===== src/rtl/otter_hazard_ctrl.sv =====
// Stall/flush/forwarding controller for the 5-stage OTTER pipeline.
// Optional perf counters (STALL_CNT/FLUSH_CNT) built when HAZ_PERF_CNT_EN is defined.
module otter_hazard_ctrl #(
    parameter int MAX_WAIT = 16,
    parameter int CNT_W    = 8
) (
    input  logic        CLK,
    input  logic        RST,
    input  logic [4:0]  DE_RS1,
    input  logic [4:0]  DE_RS2,
    input  logic        DE_USES_RS1,
    input  logic        DE_USES_RS2,
    input  logic [4:0]  EX_RS1,
    input  logic [4:0]  EX_RS2,
    input  logic [4:0]  EX_RD,
    input  logic        EX_REG_WRITE,
    input  logic        EX_MEM_READ,
    input  logic        EX_BRANCH_TAKEN,
    input  logic [4:0]  MEM_RD,
    input  logic        MEM_REG_WRITE,
    input  logic [4:0]  WB_RD,
    input  logic        WB_REG_WRITE,
    input  logic        DMEM_REQ,
    input  logic        DMEM_READY,
    input  logic        MEM_ERR,
    output logic        PC_EN,
    output logic        FE_DE_EN,
    output logic        DE_EX_EN,
    output logic        EX_MEM_EN,
    output logic        MEM_WB_EN,
    output logic        FE_DE_FLUSH,
    output logic        DE_EX_FLUSH,
    output logic        MEM_WB_FLUSH,
    output logic [1:0]  FWD_A_SEL,
    output logic [1:0]  FWD_B_SEL,
    output logic        HALTED,
    output logic        TIMEOUT,
    output logic [31:0] STALL_CNT,
    output logic [31:0] FLUSH_CNT
);

    typedef enum logic [1:0] {RUN, MEM_WAIT, HALT} state_t;

    state_t             state;
    logic [CNT_W-1:0]   wait_cnt;
    logic               timeout_q;
    logic               mem_wait;
    logic               load_use;
    logic               wait_last;

    assign mem_wait  = DMEM_REQ && !DMEM_READY;
    assign wait_last = (state == MEM_WAIT) && (wait_cnt == CNT_W'(MAX_WAIT - 1));
    assign load_use  = EX_MEM_READ && EX_REG_WRITE && (EX_RD != 5'd0) &&
                       ((DE_USES_RS1 && (DE_RS1 == EX_RD)) ||
                        (DE_USES_RS2 && (DE_RS2 == EX_RD)));

    assign HALTED  = (state == HALT) && !RST;
    assign TIMEOUT = timeout_q && !RST;

    // wait_cnt counts MEM_WAIT cycles only, so MEM_WAIT lasts at most MAX_WAIT cycles
    always_ff @(posedge CLK) begin
        if (RST) begin
            state     <= RUN;
            wait_cnt  <= '0;
            timeout_q <= 1'b0;
        end else begin
            case (state)
                RUN, MEM_WAIT: begin
                    if (MEM_ERR) begin
                        state <= HALT;
                    end else if (mem_wait) begin
                        if (wait_last) begin
                            state     <= HALT;
                            timeout_q <= 1'b1;
                        end else begin
                            state <= MEM_WAIT;
                            if (state == MEM_WAIT)
                                wait_cnt <= wait_cnt + 1'b1;
                        end
                    end else begin
                        state    <= RUN;
                        wait_cnt <= '0;
                    end
                end
                HALT:    state <= HALT;
                default: state <= RUN;
            endcase
        end
    end

    function automatic logic [1:0] fwd_sel(input logic [4:0] rs,
                                           input logic [4:0] mem_rd, input logic mem_we,
                                           input logic [4:0] wb_rd,  input logic wb_we);
        if (mem_we && (mem_rd != 5'd0) && (mem_rd == rs))
            return 2'b01;
        else if (wb_we && (wb_rd != 5'd0) && (wb_rd == rs))
            return 2'b10;
        else
            return 2'b00;
    endfunction

    always_comb begin
        PC_EN        = 1'b1;
        FE_DE_EN     = 1'b1;
        DE_EX_EN     = 1'b1;
        EX_MEM_EN    = 1'b1;
        MEM_WB_EN    = 1'b1;
        FE_DE_FLUSH  = 1'b0;
        DE_EX_FLUSH  = 1'b0;
        MEM_WB_FLUSH = 1'b0;
        FWD_A_SEL    = fwd_sel(EX_RS1, MEM_RD, MEM_REG_WRITE, WB_RD, WB_REG_WRITE);
        FWD_B_SEL    = fwd_sel(EX_RS2, MEM_RD, MEM_REG_WRITE, WB_RD, WB_REG_WRITE);
        if (RST) begin
            FWD_A_SEL = 2'b00;
            FWD_B_SEL = 2'b00;
        end else if (state == HALT) begin
            {PC_EN, FE_DE_EN, DE_EX_EN, EX_MEM_EN, MEM_WB_EN} = 5'b0;
            FWD_A_SEL = 2'b00;
            FWD_B_SEL = 2'b00;
        end else if (MEM_ERR) begin
            {PC_EN, FE_DE_EN, DE_EX_EN, EX_MEM_EN, MEM_WB_EN} = 5'b0;
        end else if (mem_wait) begin
            // WB retires its instruction once, then bubbles drain behind it
            {PC_EN, FE_DE_EN, DE_EX_EN, EX_MEM_EN} = 4'b0;
            MEM_WB_FLUSH = 1'b1;
        end else if (EX_BRANCH_TAKEN) begin
            FE_DE_FLUSH = 1'b1;
            DE_EX_FLUSH = 1'b1;
        end else if (load_use) begin
            PC_EN       = 1'b0;
            FE_DE_EN    = 1'b0;
            DE_EX_FLUSH = 1'b1;
        end
    end

`ifdef HAZ_PERF_CNT_EN
    logic [31:0] stall_cnt;
    logic [31:0] flush_cnt;

    // FE_DE_FLUSH is raised only by a taken-branch redirect
    always_ff @(posedge CLK) begin
        if (RST) begin
            stall_cnt <= '0;
            flush_cnt <= '0;
        end else begin
            if (!PC_EN && (state != HALT))
                stall_cnt <= stall_cnt + 32'd1;
            if (FE_DE_FLUSH)
                flush_cnt <= flush_cnt + 32'd1;
        end
    end

    assign STALL_CNT = stall_cnt;
    assign FLUSH_CNT = flush_cnt;
`else
    assign STALL_CNT = '0;
    assign FLUSH_CNT = '0;
`endif

endmodule


===== config.mk =====
export PLATFORM = sky130hd
export DESIGN_NAME = otter_hazard_ctrl
export DESIGN_NICKNAME = d
export VERILOG_FILES = /design/src/rtl/otter_hazard_ctrl.sv
export SDC_FILE = /design/constraint.sdc
export NUM_CORES = 1
export LEC_CHECK = 0
export CORE_MARGIN = 8
export CORE_UTILIZATION = 30
export DETAILED_ROUTE_END_ITERATION = 8
export PLACE_DENSITY = 0.77
export REMOVE_ABC_BUFFERS = 1
export SETUP_SLACK_MARGIN = 0.5
export SLEW_MARGIN = 10
export SYNTH_ARGS = -nofsm -noshare
export SYNTH_HDL_FRONTEND = slang
export SYNTH_SLANG_ARGS = --single-unit

===== constraint.sdc =====
create_clock -name CLK -period 1.5 [get_ports CLK]
set_input_delay 0.225 -clock CLK [delete_from_list [all_inputs] [get_ports CLK]]
set_output_delay 0.225 -clock CLK [all_outputs]
set_load 0.02 [all_outputs]

After elaboration in Yosys (flattened, before gate mapping)
Cells that the tools add are included.
- add/sub/neg operators: 1
- equal/unequal tests: 11
- mux-type cells: 43
- bitwise operators: 1
- reduce and logical (&&, ||, !) cells: 25
- operator list (kind ; number):
    $eq A5 B5 Y1 ; 6
    $mux W1 ; 28
    $mux W8 ; 3
    $mux W2 ; 11
    $logic_and A1 B1 Y1 ; 15
    $reduce_bool A5 Y1 ; 3
    $add A8 B1 Y8 const B ; 1
    $eq A8 B4 Y1 const B ; 1
    $reduce_and A4 Y1 ; 2
    $pmux W2 S2 ; 1
    $eq A2 B1 Y1 const B ; 1
    $eq A2 B2 Y1 const B ; 1
    $logic_not A1 Y1 ; 2
    $logic_not A2 Y1 ; 1
    $ne A2 B1 Y1 const B ; 1
    $ne A2 B2 Y1 const B ; 1
    $reduce_or A2 Y1 ; 1
    $logic_or A1 B1 Y1 ; 1
    $not A1 Y1 ; 1
- flip-flop bits (word level): 11
- bits of input ports: 47
- output and inout bits: 78

Depth between registers and ports, before layout
- depth after elaboration: 10
- gate-level depth with buffers: 5
- mapped depth without buffers: 5

Worst setup path after synthesis
No wires, ideal clock.
- kind: flip-flop to output port
- from: reg state[1]
- to: out PC_EN
- data arrival time: 1.689 ns
- data required time: 1.275 ns
- slack: -0.414 ns
- cell stages (with the launch flop): 5
- buffers on the path: 1
- cells stage by stage: dfxtp_1 nor2b_1 o31ai_1 o21a_1 buf_4
- cells in the longest elaborated chain, start to end: 3
- ends and longest elaborated chain (item ; RTL line ; source):
    start: declaration ; 44 ; state_t state;
    start signal: assignment ; 63 ; state <= RUN;
    start signal: assignment ; 70 ; state <= HALT;
    start signal: assignment ; 73 ; state <= HALT;
    $eq A2 B2 Y1 ; 116 ; end else if (state == HALT) begin
    $mux W1 (2 in series) ; -- ;
    end: declaration ; 26 ; output logic PC_EN,
No other way between the ends.

Worst setup path after layout
- from: in MEM_RD[4]
- to: out FWD_B_SEL[1]
- cells in the longest elaborated chain, start to end: 6
- ends and longest elaborated chain (item ; RTL line ; source):
    start: declaration ; 19 ; input logic [4:0] MEM_RD,
    $reduce_bool A5 Y1 ; 94 ; if (mem_we && (mem_rd != 5'd0) && (mem_rd == rs))
    $logic_and A1 B1 Y1 ; 94 ;
    $logic_and A1 B1 Y1 * ; 94 ;
    $mux W2 * ; 94 ;
    $mux W2 * ; 116 ;
    $mux W2 * ; 113 ; if (RST) begin
    end: declaration ; 35 ; output logic [1:0] FWD_B_SEL,
Every way passes the cells marked *; elsewhere a longest branch is shown, timed or not.

==> run summary <==
Internal = 0.737 mW
DR pass1 iterations = 4
Fraction of layout cells with a size suffix above 1 = 0.446
Final instance area = 2590 sq um
Vias in the first global route = 1735
Mapped cell area = 1560 sq um
Fin crit share = 1.11
Clock power frac = 0.249
DRT iter0 DRCs = 53
Setup slack after layout = -0.162 ns
Root Driver = clkbuf_8
CP Max Fanout = 2
Clock latency at the later pin of the worst-skew pair = 0.24 ns
Wire length per cell = 14.3 um
Dpl hpwl = 4130 um
Reported max-cap violation count = 0
Post-synth top area share = 0.318
Final nets = 352
Hold buffers post-CTS = 0
Synth area leaders = buf_4 32%, dfxtp_1 14%, xor2_1 12%
Hold Vio Cnt, Final = 0
Gr ovfl total = 0
Drt total wl = 5350 um
Core box area = 5040 sq um
Setup_tns = -0.897 ns
First-pass GRT wire length = 7790 um
# diodes = 0
Seq/Total Area, Yosys = 0.141
RePlAce Congestion = 0.811
Non-Filler Instances = 373
Cell count after placement = 361
Flop pwr share = 0.244
Post-synthesis area per instance = 7.82 sq um
Initial antenna violation count = 0
Register area = 230 sq um
Critical path type = input port to output pin
FP Rows = 26
Worst Setup End Kind = output pin
Max VDD drop = 234 uV
Die footprint = 7750 sq um
Post-layout util = 0.515
Fillers = 466
Die Wd = 88.0 um
Req. time, crit path = 1.27 ns
Routed Antenna Nets = 0
Cell accounting for the most synthesized area = buf_4
Multi-input logic area = 1330 sq um
Largest net degree at the start of global routing = 8
Comb power frac = 0.507
Clock slew at reported path FFs = 0.05 ns
IO Count = 125
CTS tree = yes
Clock buffer count from CTS = 3
Pins over their slew limit = 0
H-tree levels = 1
Place WS = -1.11 ns
Leakage power = 1.15 nW
Switching pwr = 0.483 mW
Area post-placement = 2250 sq um
Distinct cells, synth = 43
Port Buffer Count = 60
Fmax = 602 MHz
Clock skew = 0.000611 ns
DRC = 0
Vias = 1589
Clock buffer depth = 2
Hold crit path type = input port to register
Pwr/cell area = 470 nW/um^2
WP data arrival = 1.44 ns
Vias per inst = 4.26
Post-Synthesis Cells = 199
RSZ-0062 raised after global routing = true
Critical path startpoint category = input port
YS warnings = 0
Die Height = 88.0 um
GRT Resource Usage Total = 0.127
Overall power = 1.22 mW
Hold WS = 0.385 ns
Starting Density = 0.309
Violated checks = setup timing
Switching portion of total power = 0.396
Number of setup violations in the final report = 7
Clk sinks = 11
Number of synthesized register bits = 11
Layout area overhead = 66.7%
Fin crit period = 1.66 ns
Outcome = finished with violations
[per-layer routing]
metal	track usage	wire length, um	part of all wire	vias up
met5	0	0	0	-
li1	-	-	-	751
met2	0.250	2970	0.55	82
met3	0.0328	321	0.060	19
met4	0.0445	146	0.027	0
met1	0.123	1910	0.36	737
[sequential cells by signal, indices dropped and copies added (netlist names)]
name,cells
wait_cnt,8
state,2
timeout_q,1
[worst max-delay path, stage by stage]
cell and delay [ns]:
buf_6 0.09, or4_4 0.54, o21ai_4 0.19, nor4_2 0.08, nor3_1 0.14, buf_4 0.17
[logic make-up (layout without fill, tap and decap cells)]
kind of cell,after synthesis,in the layout,share of synthesized area
xor gates and xnor gates,35,35,0.197
DFF,11,11,0.141
adders and majority gates,1,1,0.00804
buffers and inverters,70,111,0.333
and+or+nand+nor,65,65,0.252
AOI/OAI and AO/OA,16,16,0.0667
other,1,64,0.00241
[cell usage after synthesis (all sizes together)]
| library cell | count |
|---|---|
| ha | 1 |
| clkbuf | 1 |
| o211ai | 1 |
| or3 | 1 |
| or4 | 2 |
| a21oi | 5 |
| nand2 | 5 |
| nor4bb | 1 |
| nand3 | 9 |
| inv | 2 |
| and4 | 1 |
| or2 | 1 |
| o31ai | 1 |
| or4b | 1 |
| dfxtp | 11 |
| nor4 | 6 |
| nand4b | 1 |
| nor3b | 1 |
| or2b | 1 |
| o21a | 1 |
| nor3 | 8 |
| nand4 | 5 |
| xnor2 | 13 |
| nor2b | 6 |
| a32oi | 1 |
| nor2 | 10 |
| conb | 1 |
| o21bai | 2 |
| nand2b | 1 |
| xor2 | 22 |
| and3 | 3 |
| buf | 67 |
| o21ai | 5 |
| and2 | 2 |
[power groups by stage]
stage	sequential [mW]	clock (mW)	combinational, mW
3_5_place_dp	0.303	0	0.545
2_1_floorplan	0.305	0	0.272
4_1_cts	0.298	0.309	0.574
5_1_grt	0.297	0.317	0.660
3_3_place_gp	0.303	0	0.537
6_report	0.297	0.304	0.619
[path summary, 6_finish.rpt]
kind / startpoint / to / slack, ns / cells past startpoint
setup reg to reg: wait_cnt[5] / wait_cnt[0] / 0 / 5
setup / recovery: MEM_RD[4] / FWD_B_SEL[1] / -0.16 / 6
hold reg to reg: wait_cnt[7] / wait_cnt[7] / 0.47 / 2
hold / removal: RST / wait_cnt[0] / 0.38 / 3
[cell type report]
cell class / instances / share of cell area
multi-input combinational: 181 / 0.512
timing repair buffer: 105 / 0.345
sequential: 11 / 0.0887
tap: 70 / 0.0338
clock buffer: 4 / 0.0174
inverter: 2 / 0.00386
[cell usage in the layout, fill, tap and decap left out, types with 5 or more instances in the layout]
| cell type | synthesis | final |
|---|---|---|
| conb_1 | 1 | 64 |
| buf_4 | 66 | 41 |
| buf_6 | 1 | 22 |
| xor2_1 | 22 | 20 |
| dlygate4sd2_1 | 0 | 17 |
| xnor2_1 | 13 | 12 |
| buf_2 | 0 | 9 |
| nor2_1 | 9 | 8 |
| clkdlybuf4s15_1 | 0 | 7 |
| nand3_2 | 0 | 6 |
| clkdlybuf4s50_1 | 0 | 6 |
| nor4_2 | 0 | 5 |
| nand4_1 | 5 | 5 |
| a21oi_2 | 1 | 5 |
| dfxtp_2 | 0 | 5 |
| dfxtp_1 | 11 | 5 |
[what timing repair did]
item	CTS	global route
endpoints found under the setup margin	25	25
pin swaps	47	19
resized for setup	227	28
setup buffers	4	4
Power figures use the tool's default switching activity.
